File: src/rtl/sub_bytes_seq_if.sv
// -----------------------------------------------------------------------------
// sub_bytes_seq_if
// Valid/ready bus for the sequential AES SubBytes stage.
//   in_valid / in_ready / in_data[127:0]    : upstream state transfer
//   out_valid / out_ready / out_data[127:0] : result transfer toward ShiftRows
// Byte k of either data bus sits in bits [8k+7:8k].
// Modports: slave  = the SubBytes block itself
//           master = the environment (upstream source and downstream sink)
// -----------------------------------------------------------------------------
interface sub_bytes_seq_if;
  logic         in_valid;
  logic         in_ready;
  logic [127:0] in_data;
  logic         out_valid;
  logic         out_ready;
  logic [127:0] out_data;

  modport slave (
    input  in_valid, in_data, out_ready,
    output in_ready, out_valid, out_data
  );

  modport master (
    output in_valid, in_data, out_ready,
    input  in_ready, out_valid, out_data
  );
endinterface

File: src/rtl/sub_bytes_seq.sv
// -----------------------------------------------------------------------------
// sub_bytes_seq
// AES SubBytes over a 128-bit state using one shared, registered S-box that is
// fed one byte per cycle. Accept -> out_valid takes 17 rising edges; with
// out_ready held high a new state can be accepted every 19 cycles.
// Ports:
//   clk  : clock, all state updates on the rising edge
//   rst  : asynchronous active-high reset
//   bus  : sub_bytes_seq_if.slave (input and output valid/ready channels)
//   busy : high whenever the FSM is not in IDLE
//   err  : sticky S-box echo mismatch flag
// Optional feature: define SUB_BYTES_ECHO_CHECK_EN to compare the S-box echoed
// input (my_x) against the byte issued one cycle earlier; without it err is 0.
// -----------------------------------------------------------------------------

// Registered AES S-box: y = S(x), my_x = x, both one cycle after x.
// S(x) is computed as the GF(2^8) inverse (x^254) followed by the affine map.
module sbox (
  input  logic       clk,
  input  logic [7:0] x,
  output logic [7:0] y,
  output logic [7:0] my_x
);
  function automatic logic [7:0] gf_mul(input logic [7:0] a, input logic [7:0] b);
    logic [7:0] p;
    logic [7:0] t;
    p = 8'h00;
    t = a;
    for (int i = 0; i < 8; i++) begin
      if (b[i]) p = p ^ t;
      t = {t[6:0], 1'b0} ^ (t[7] ? 8'h1b : 8'h00);
    end
    return p;
  endfunction

  function automatic logic [7:0] sbox_f(input logic [7:0] a);
    logic [7:0] t;
    logic [7:0] r;
    // r accumulates a^2 * a^4 * ... * a^128 = a^254 (inverse; 0 maps to 0)
    t = a;
    r = 8'h01;
    for (int i = 1; i < 8; i++) begin
      t = gf_mul(t, t);
      r = gf_mul(r, t);
    end
    return r ^ {r[6:0], r[7]} ^ {r[5:0], r[7:6]} ^ {r[4:0], r[7:5]}
             ^ {r[3:0], r[7:4]} ^ 8'h63;
  endfunction

  always_ff @(posedge clk) begin
    y    <= sbox_f(x);
    my_x <= x;
  end
endmodule

module sub_bytes_seq (
  input  logic              clk,
  input  logic              rst,
  sub_bytes_seq_if.slave    bus,
  output logic              busy,
  output logic              err
);
  typedef enum logic [1:0] {IDLE, ISSUE, DRAIN, HOLD} state_t;

  state_t       state_q, state_d;
  logic [3:0]   cnt_q;
  logic [3:0]   cap_idx_q;   // byte index whose S-box result is on sbox_y
  logic         cap_vld_q;   // sbox_y carries a result to capture this cycle
  logic [7:0]   data_q   [16];
  logic [7:0]   result_q [16];
  logic [7:0]   sbox_x;
  logic [7:0]   sbox_y;
  logic [127:0] out_data_w;
  logic         accept;

  assign accept = (state_q == IDLE) && bus.in_valid;

  // ---------------- FSM: state register ----------------
  always_ff @(posedge clk or posedge rst) begin
    if (rst) state_q <= IDLE;
    else     state_q <= state_d;
  end

  // ---------------- FSM: next state ----------------
  always_comb begin
    state_d = state_q;
    case (state_q)
      IDLE:  if (bus.in_valid)     state_d = ISSUE;
      ISSUE: if (cnt_q == 4'd15)   state_d = DRAIN;
      DRAIN:                       state_d = HOLD;
      HOLD:  if (bus.out_ready)    state_d = IDLE;
      default:                     state_d = IDLE;
    endcase
  end

  // ---------------- FSM: outputs ----------------
  always_comb begin
    bus.in_ready  = 1'b0;
    bus.out_valid = 1'b0;
    busy          = 1'b1;
    sbox_x        = 8'h00;
    case (state_q)
      IDLE:  begin bus.in_ready = 1'b1; busy = 1'b0; end
      ISSUE: sbox_x = data_q[cnt_q];
      HOLD:  bus.out_valid = 1'b1;
      default: ;
    endcase
  end

  // ---------------- input latch, issue counter, capture tracking ----------------
  always_ff @(posedge clk or posedge rst) begin
    if (rst) begin
      cnt_q     <= 4'd0;
      cap_idx_q <= 4'd0;
      cap_vld_q <= 1'b0;
      for (int i = 0; i < 16; i++) data_q[i] <= 8'h00;
    end else begin
      if (accept) begin
        cnt_q <= 4'd0;
        for (int i = 0; i < 16; i++) data_q[i] <= bus.in_data[i*8 +: 8];
      end else if (state_q == ISSUE) begin
        cnt_q <= cnt_q + 4'd1;
      end
      cap_vld_q <= (state_q == ISSUE);
      cap_idx_q <= cnt_q;
    end
  end

  // ---------------- per-byte result registers ----------------
  generate
    for (genvar gi = 0; gi < 16; gi++) begin : g_res
      always_ff @(posedge clk or posedge rst) begin
        if (rst)                                     result_q[gi] <= 8'h00;
        else if (cap_vld_q && cap_idx_q == 4'(gi))   result_q[gi] <= sbox_y;
      end
    end
  endgenerate

  always_comb begin
    out_data_w = '0;
    for (int i = 0; i < 16; i++) out_data_w[i*8 +: 8] = result_q[i];
  end
  assign bus.out_data = out_data_w;

`ifdef SUB_BYTES_ECHO_CHECK_EN
  logic [7:0] sbox_my_x;
  logic       err_q;

  sbox u_sbox (.clk(clk), .x(sbox_x), .y(sbox_y), .my_x(sbox_my_x));

  // The echoed input must equal the byte issued on the previous cycle.
  always_ff @(posedge clk or posedge rst) begin
    if (rst)                                                 err_q <= 1'b0;
    else if (cap_vld_q && (sbox_my_x != data_q[cap_idx_q]))  err_q <= 1'b1;
  end
  assign err = err_q;
`else
  sbox u_sbox (.clk(clk), .x(sbox_x), .y(sbox_y), .my_x());
  assign err = 1'b0;
`endif
endmodule

File: src/flat_wrapper.sv
// flat-port wrapper written by rule: the top's interface ports become plain ports
module sub_bytes_seq_flat 
  (clk, rst, busy, err, bus_in_valid, bus_in_data, bus_out_ready, bus_in_ready, bus_out_valid, bus_out_data);
  sub_bytes_seq_if bus_i ();
  input  logic clk;
  input  logic rst;
  output logic busy;
  output logic err;
  input wire logic [$bits(bus_i.in_valid)-1:0] bus_in_valid;
  input wire logic [$bits(bus_i.in_data)-1:0] bus_in_data;
  input wire logic [$bits(bus_i.out_ready)-1:0] bus_out_ready;
  output wire logic [$bits(bus_i.in_ready)-1:0] bus_in_ready;
  output wire logic [$bits(bus_i.out_valid)-1:0] bus_out_valid;
  output wire logic [$bits(bus_i.out_data)-1:0] bus_out_data;
  assign bus_i.in_valid = bus_in_valid;
  assign bus_i.in_data = bus_in_data;
  assign bus_i.out_ready = bus_out_ready;
  assign bus_in_ready = bus_i.in_ready;
  assign bus_out_valid = bus_i.out_valid;
  assign bus_out_data = bus_i.out_data;
  sub_bytes_seq u_core (.clk(clk), .rst(rst), .bus(bus_i), .busy(busy), .err(err));
endmodule
File: config.mk
export PLATFORM = sky130hd
export DESIGN_NAME = sub_bytes_seq_flat
export DESIGN_NICKNAME = d
export VERILOG_FILES = /design/src/rtl/sub_bytes_seq_if.sv /design/src/rtl/sub_bytes_seq.sv /design/src/flat_wrapper.sv
export SDC_FILE = /design/constraint.sdc
export NUM_CORES = 1
export LEC_CHECK = 0
export CAP_MARGIN = 20
export CORE_ASPECT_RATIO = 1.2
export CORE_MARGIN = 5
export CORE_UTILIZATION = 59
export CTS_CLUSTER_SIZE = 30
export DETAILED_ROUTE_END_ITERATION = 10
export PLACE_DENSITY = 0.93
export SLEW_MARGIN = 20
export SYNTH_ARGS = -nofsm -noshare
export SYNTH_HDL_FRONTEND = slang
export SYNTH_HIERARCHICAL = 1
export SYNTH_SLANG_ARGS = --single-unit
File: constraint.sdc
create_clock -name clk -period 18.3 [get_ports clk]
set_clock_uncertainty 0.05 [all_clocks]
set_input_delay 2.745 -clock clk [delete_from_list [all_inputs] [get_ports clk]]
set_output_delay 2.745 -clock clk [all_outputs]
set_load 0.005 [all_outputs]
# Yosys cells after proc, flatten, opt, wreduce, memory -nomap -nowiden
# Index checks and enable logic that the tools add are counted.
[totals] reg_bits=275 in_bits=132 out_inout_bits=132 word_cells=493
[op_classes] addsub=1 n_lt_le_gt_ge=1 eq_ne=22 n_mux=216 bitwise_logic=195 reduce_logical=21
[ops] op="$mux W8" n=108
[ops] op="$xor A8 B8 Y8" n=95
[ops] op="$xor A8 B5 Y8" n=91
[ops] op="$mux W5" n=92
[ops] op="$eq A4 B4 Y1 const B" n=9
[ops] op="$bmux W8 S4" n=1
[ops] op="$logic_and A1 B1 Y1" n=17
[ops] op="$eq A4 B3 Y1 const B" n=4
[ops] op="$mux W4" n=3
[ops] op="$eq A4 B2 Y1 const B" n=2
[ops] op="$mux W2" n=4
[ops] op="$pmux W2 S4" n=1
[ops] op="$mux W7" n=1
[ops] op="$not A1 Y1 const A" n=7
[ops] op="$mux W6" n=1
[ops] op="$ge A5 B5 Y1 const B" n=1
[ops] op="$not A4 Y5" n=1
[ops] op="$add A4 B1 Y4 const B" n=1
[ops] op="$eq A2 B2 Y1 const B" n=2
[ops] op="$eq A4 B1 Y1 const B" n=1
[ops] op="$logic_not A4 Y1" n=1
[ops] op="$mux W1" n=4
[ops] op="$ne A2 B2 Y1 const B" n=2
[ops] op="$not A4 Y4" n=1
[ops] op="other kinds (6)" n=6

# Depth between registers and ports, before layout
# Gate-level depths: netlist (run 1).
[logic_depth] word_depth=137 ltp_mapped=67 depth_no_buf=60

# Modules after synthesis
# Netlist (run 1), hierarchy kept.
[by_module_without_submodules] module="sbox" n_inst=1 cells_each=1880 area_per_inst_um2=14661.6 seq_area_each_um2=320.3
[by_module_without_submodules] module="sub_bytes_seq" n_inst=1 cells_each=699 area_per_inst_um2=11182.0 seq_area_each_um2=6681.4

# Worst setup path after synthesis (run 1)
# Ideal clock, no wire load.
[synth_timing] kind="reg2reg" start="reg u_core.state_q[1]" end="reg u_core.u_sbox.y[3]" setup_ps=127 t_arrival_ps=15303 t_required_ps=18123 path_slack_ps=2820 stages_incl_launch_ff=61 n_path_buf=6 synth_period_minus_slack_ps=15480 path_cell_list="dfrtp_1 inv_1 ha_1 clkbuf_1 nand2b_1 clkbuf_1 a221oi_1 o21ai_0 o21ai_0 ha_1 buf_2 nand2_1 xor2_2 inv_1 clkbuf_1 ha_1 clkbuf_1 xnor3_1 (+25 left out) xnor2_2 xnor3_1 xnor3_1 xnor3_1 nand2_1 xor2_1 xnor3_1 xnor3_1 buf_4 xnor3_1 mux2i_1 mux2i_1 xnor3_1 xor2_1 xnor2_1 xnor2_2 xor3_1 xor2_1"
[synth_between] elab_chain_len=130 elab_cells_between_ends=391 classes_between="eq/ne: 1; mux: 204; bitwise: 186"
[synth_rtl] element="from (decl)" line_no="sub_bytes_seq.sv:65" rtl="state_t state_q, state_d;"
[synth_rtl] element="from (signal assigned)" line_no="sub_bytes_seq.sv:81" rtl="else state_q <= state_d;"
[synth_rtl] element="$eq A2 B1 Y1 (*)" line_no="sub_bytes_seq.sv:102" rtl="case (state_q)"
[synth_rtl] element="$mux W8 (*)" line_no="sub_bytes_seq.sv:102"
[synth_rtl] element="via u_core.sbox_x[0]" line_no="sub_bytes_seq.sv:71" rtl="logic [7:0] sbox_x;"
[synth_rtl] element="$mux W8" line_no="sub_bytes_seq.sv:30" rtl="if (b[i]) p = p ^ t;"
[synth_rtl] element="$xor A8 B8 Y8" line_no="sub_bytes_seq.sv:30"
[synth_rtl] element="$mux W8" line_no="sub_bytes_seq.sv:30"
[synth_rtl] element="$xor A8 B8 Y8" line_no="sub_bytes_seq.sv:30"
[synth_rtl] element="$mux W8" line_no="sub_bytes_seq.sv:30"
[synth_rtl] element="(+113 left out)"
[synth_rtl] element="$xor A8 B8 Y8" line_no="sub_bytes_seq.sv:30"
[synth_rtl] element="$mux W8" line_no="sub_bytes_seq.sv:30"
[synth_rtl] element="$xor A8 B8 Y8" line_no="sub_bytes_seq.sv:30"
[synth_rtl] element="$mux W8" line_no="sub_bytes_seq.sv:30"
[synth_rtl] element="$xor A8 B8 Y8" line_no="sub_bytes_seq.sv:30"
[synth_rtl] element="$mux W8 (*)" line_no="sub_bytes_seq.sv:30"
[synth_rtl] element="$xor A8 B8 Y8 (3 in series)" line_no="sub_bytes_seq.sv:46" rtl="return r ^ {r[6:0], r[7]} ^ {r[5:0], r[7:6]} ^ {r[4:0], r[7:5]}"
[synth_rtl] element="$xor A8 B8 Y8 (*)" line_no="sub_bytes_seq.sv:47" rtl="^ {r[3:0], r[7:4]} ^ 8'h63;"
[synth_rtl] element="to (signal assigned)" line_no="sub_bytes_seq.sv:51" rtl="y <= sbox_f(x);"
[synth_rtl] element="to (decl)" line_no="sub_bytes_seq.sv:21" rtl="output logic [7:0] y,"
# Mark *: on every way through the listed nets, which the timed path passes. The rest lies on a longest branch.
# A chain may end at the register's enable or synchronous reset.

# Final worst setup path (run 1)
[layout_timing] start="reg u_core.cnt_q[2]" end="reg u_core.u_sbox.y[3]"
[layout_between] elab_cells_between_ends=394 classes_between="mux: 207; bitwise: 187"
[layout_rtl] element="from (decl)" line_no="sub_bytes_seq.sv:66" rtl="logic [3:0] cnt_q;"
[layout_rtl] element="from (signal assigned)" line_no="sub_bytes_seq.sv:122" rtl="cnt_q <= cnt_q + 4'd1;"
[layout_rtl] element="$not A4 Y5 (implied by the code) (*)" line_no="sub_bytes_seq.sv:104" rtl="ISSUE: sbox_x = data_q[cnt_q];"
[layout_rtl] element="$bmux W8 S4 (*)" line_no="sub_bytes_seq.sv:104"
[layout_rtl] element="$mux W8 (implied by the code) (*) (2 in series)" line_no="sub_bytes_seq.sv:104"
[layout_rtl] element="$mux W8 (*)" line_no="sub_bytes_seq.sv:102"
[layout_rtl] element="via u_core.sbox_x[5]" line_no="sub_bytes_seq.sv:71"
[layout_rtl] element="$xor A8 B5 Y8 / $mux W8 (equally long branches)" line_no="sub_bytes_seq.sv:31, sub_bytes_seq.sv:30"
[layout_rtl] element="$xor A8 B8 Y8 / $xor A8 B5 Y8 (equally long branches)" line_no="sub_bytes_seq.sv:30, sub_bytes_seq.sv:31"
[layout_rtl] element="$mux W8 / $xor A8 B8 Y8 (equally long branches)" line_no="sub_bytes_seq.sv:30"
[layout_rtl] element="(+114 left out)"
[layout_rtl] element="$xor A8 B8 Y8" line_no="sub_bytes_seq.sv:30"
[layout_rtl] element="$mux W8" line_no="sub_bytes_seq.sv:30"
[layout_rtl] element="$xor A8 B8 Y8" line_no="sub_bytes_seq.sv:30"
[layout_rtl] element="$mux W8" line_no="sub_bytes_seq.sv:30"
[layout_rtl] element="$xor A8 B8 Y8" line_no="sub_bytes_seq.sv:30"
[layout_rtl] element="$mux W8 (*)" line_no="sub_bytes_seq.sv:30"
[layout_rtl] element="$xor A8 B8 Y8 (3 in series)" line_no="sub_bytes_seq.sv:46"
[layout_rtl] element="$xor A8 B8 Y8 (*)" line_no="sub_bytes_seq.sv:47"
# Mark *: on every way through the listed nets, which the timed path passes. The rest lies on a longest branch. The select of a mux whose other input is x is not followed.

==> metrics.md, run 1 <==
| Metric | Value |
|---|---|
| DRC Markers | 0 |
| Warnings from Yosys | 6 |
| Final Hold Vio Count | 0 |
| RePlAce Congestion | 0.995 |
| Max_slew headroom | 0.229 |
| H-Tree Depth | 1 |
| Startpoint types | flip-flop |
| Routed WL per cell | 25.4 um |
| Hold path start | u_core/bus.out_data[69]$_DFFE_PP0P_ |
| HPWL Detailed | 54800 um |
| Synthesis-to-layout area growth | 15.7% |
| Crit path time final | 17.85 ns |
| Congestion Overflow GR | 0 |
| Multi-input logic area | 18000 sq um |
| Post-Syn Nets | 2715 |
| RR Startpoint | u_core/cnt_q[2]$_DFFE_PP0P_ |
| Setup crit start | u_core/cnt_q[2]$_DFFE_PP0P_ |
| Status | complete, no violations |
| Cell Rows | 83 |
| Via count | between 20000 and 25000 |
| Buffers on Ports | between 200 and 300 |
| Vias in the first global route | 21949 |
| Core area | approximately 43000 sq um |
| Worst Hold Class | reg2reg |
| Num CTS Buffers | 23 |
| Routed vias/inst | 6.63 |
| Top delay family on crit path | XOR/XNOR gates |
| CP max-delay cell | xnor3_1 |
| CP Buf/Inv Count | 2 |
| Final Slew Violations | 0 |
| Avg Inst Size Synth | 9.99 sq um |
| Die width | 200 um |
| Fin crit share | 0.976 |
| Die ar. | 47800 sq um |
| Post-Route Hold Slack | 0.459 ns |
| I/O pins | 264 |
| Mapped cell area | ~26000 sq um |
| Share of layout cells above drive strength 1 | 0.194 |
| CP max FO | 19 |
| Area post-placement | 28600 sq um |
| # hold bufs at CTS | 0 |
| Die height | 239 um |
| Starting DRT DRC Count | about 3000 |
| CTS tree | done |
| Max cap viols | 0 |
| Clock Sinks | approximately 280 |
| Slowest stage delay, CP | roughly 0.95 ns |
| Critical Path End Type | flip-flop |
| Peak Freq | 0.0560 GHz |
| Worst-case clock buffer depth | 3 |
| Clock root cell | clkbuf_16 |
| Worst-Skew Late Latency | 0.54 ns |
| Req. time, crit path | about 19 ns |
| Worst Tran Pin Value | 1.15 ns |
| Gate Count Post-Synth | 2571 |
| Clock transition at path regs | 0.07 ns |
| Final #Nets | 2918 |
| Starting Density | 0.599 |
| Critical Path AT | about 18 ns |
| Initial antenna violation count | 5 |
| Drt first pass iters | 6 |
| Pin count of the biggest net entering global routing | 99 |
| Commonest cells after routing, fill and taps aside | 347 x xnor2_1, 277 x nor2_1, 265 x dfrtp_1, 262 x clkdlybuf4s50_1, 260 x mux2_2 |
| Reg area | 6850 sq um |
| Setup-failing EPs final | 0 |
| FILL cells | 2804 |
| Total Wirelength | 84900 um |
| Final std cell area, no fill | 29700 sq um |
| First-pass GRT wire length | 124000 um |
| Post-DRT Antenna Nets | 0 |
| Commonest non-fill, non-tap cell in the layout | xnor2_1 |
| Most used cell, CP | xnor3_1 |
| CP Class | reg2reg |
| Tot GR Track Use | 0.318 |
==> per-stage QoR <==
step           setup slack (ns)  setup TNS [ns]  cells   util
2_1_floorplan              2.85               0   2571      -
3_3_place_gp              0.466               0   3283  0.668
3_5_place_dp            -0.0113         -0.0116   3283  0.668
4_1_cts                  0.0140               0   3323  0.685
5_1_grt                  -0.291           -2.08   3342  0.693
6_report                  0.448               0   3344  0.693
==> area by class of cell <==
| cell class | instances | share of cell area |
|---|---|---|
| Multi-Input combinational cell | 2095 | 0.606 |
| Sequential cell | 275 | 0.230 |
| Timing Repair Buffer | 352 | 0.112 |
| Tap cell | 552 | 0.0232 |
| Clock buffer | 34 | 0.0218 |
| Inverter | 27 | 0.00366 |
| Clock inverter | 6 | 0.00206 |
| Antenna cell | 3 | 0.000253 |
==> worst register-to-register path: cells and delay by family, from the launching register on <==
family | cells | cell delay [ns]
flip-flops | 1 | 0.61
AO/OA/AOI/OAI | 7 | 2.42
AND/OR/NAND/NOR | 8 | 1.74
buffers and inverters | 2 | 0.66
multiplexers | 3 | 1.01
XOR/XNOR | 28 | 11.20
==> layer usage <==
layer / vias to the layer above / GRT usage / wire (um)
met5: - / 0 / 13
met2: 1567 / 0.565 / 42000
met4: 2 / 0.161 / 5680
li1: 9449 / - / -
met1: 10753 / 0.372 / 29400
met3: 413 / 0.0554 / 7850
==> repair_timing <==
action	in CTS	in global routing
buffers inserted	0	18
resized for setup	5	36
pin swaps	0	4
endpoints found under the setup margin	8	8
==> sequential cells by signal, indices dropped and copies added (netlist names) <==
register	cells
u_core/cnt_q	4
u_core/cap_vld_q	1
u_core/cap_idx_q	4
u_core/state_q	2
u_core/data_q	128
u_core/bus.out_data	128
u_core/u_sbox/y	8
==> path summary, 6_finish.rpt <==
check | slack (ns) | to | cells past startpoint
worst max-delay path | 0.45 | u_core/u_sbox/y[3]$_DFF_P_ | 48
worst min-delay path | 0.46 | u_core/bus.out_data[69]$_DFFE_PP0P_ | 1
worst max register to register | 0.45 | u_core/u_sbox/y[3]$_DFF_P_ | 48
worst min register to register | 0.46 | u_core/bus.out_data[69]$_DFFE_PP0P_ | 1
max in group asynchronous | 14.25 | u_core/bus.out_data[97]$_DFFE_PP0P_ | 3
min in group asynchronous | 2.72 | u_core/data_q[63]$_DFFE_PP0P_ | 2
Power of run 1 is not shown: default switching activity piles up to over one toggle a cycle in this logic, so the estimate is an artifact.
==> run 2, diff against run 1 <==
--- a/constraint.sdc
+++ b/constraint.sdc
@@ -3,3 +3,3 @@
 set_input_delay 2.745 -clock clk [delete_from_list [all_inputs] [get_ports clk]]
 set_output_delay 2.745 -clock clk [all_outputs]
-set_load 0.005 [all_outputs]
+set_load 0.01 [all_outputs]
==> results of run 2 <==
Final layout, timing and power as in run 1 (identical DEF).
Power of run 2 is left out for the same reason.
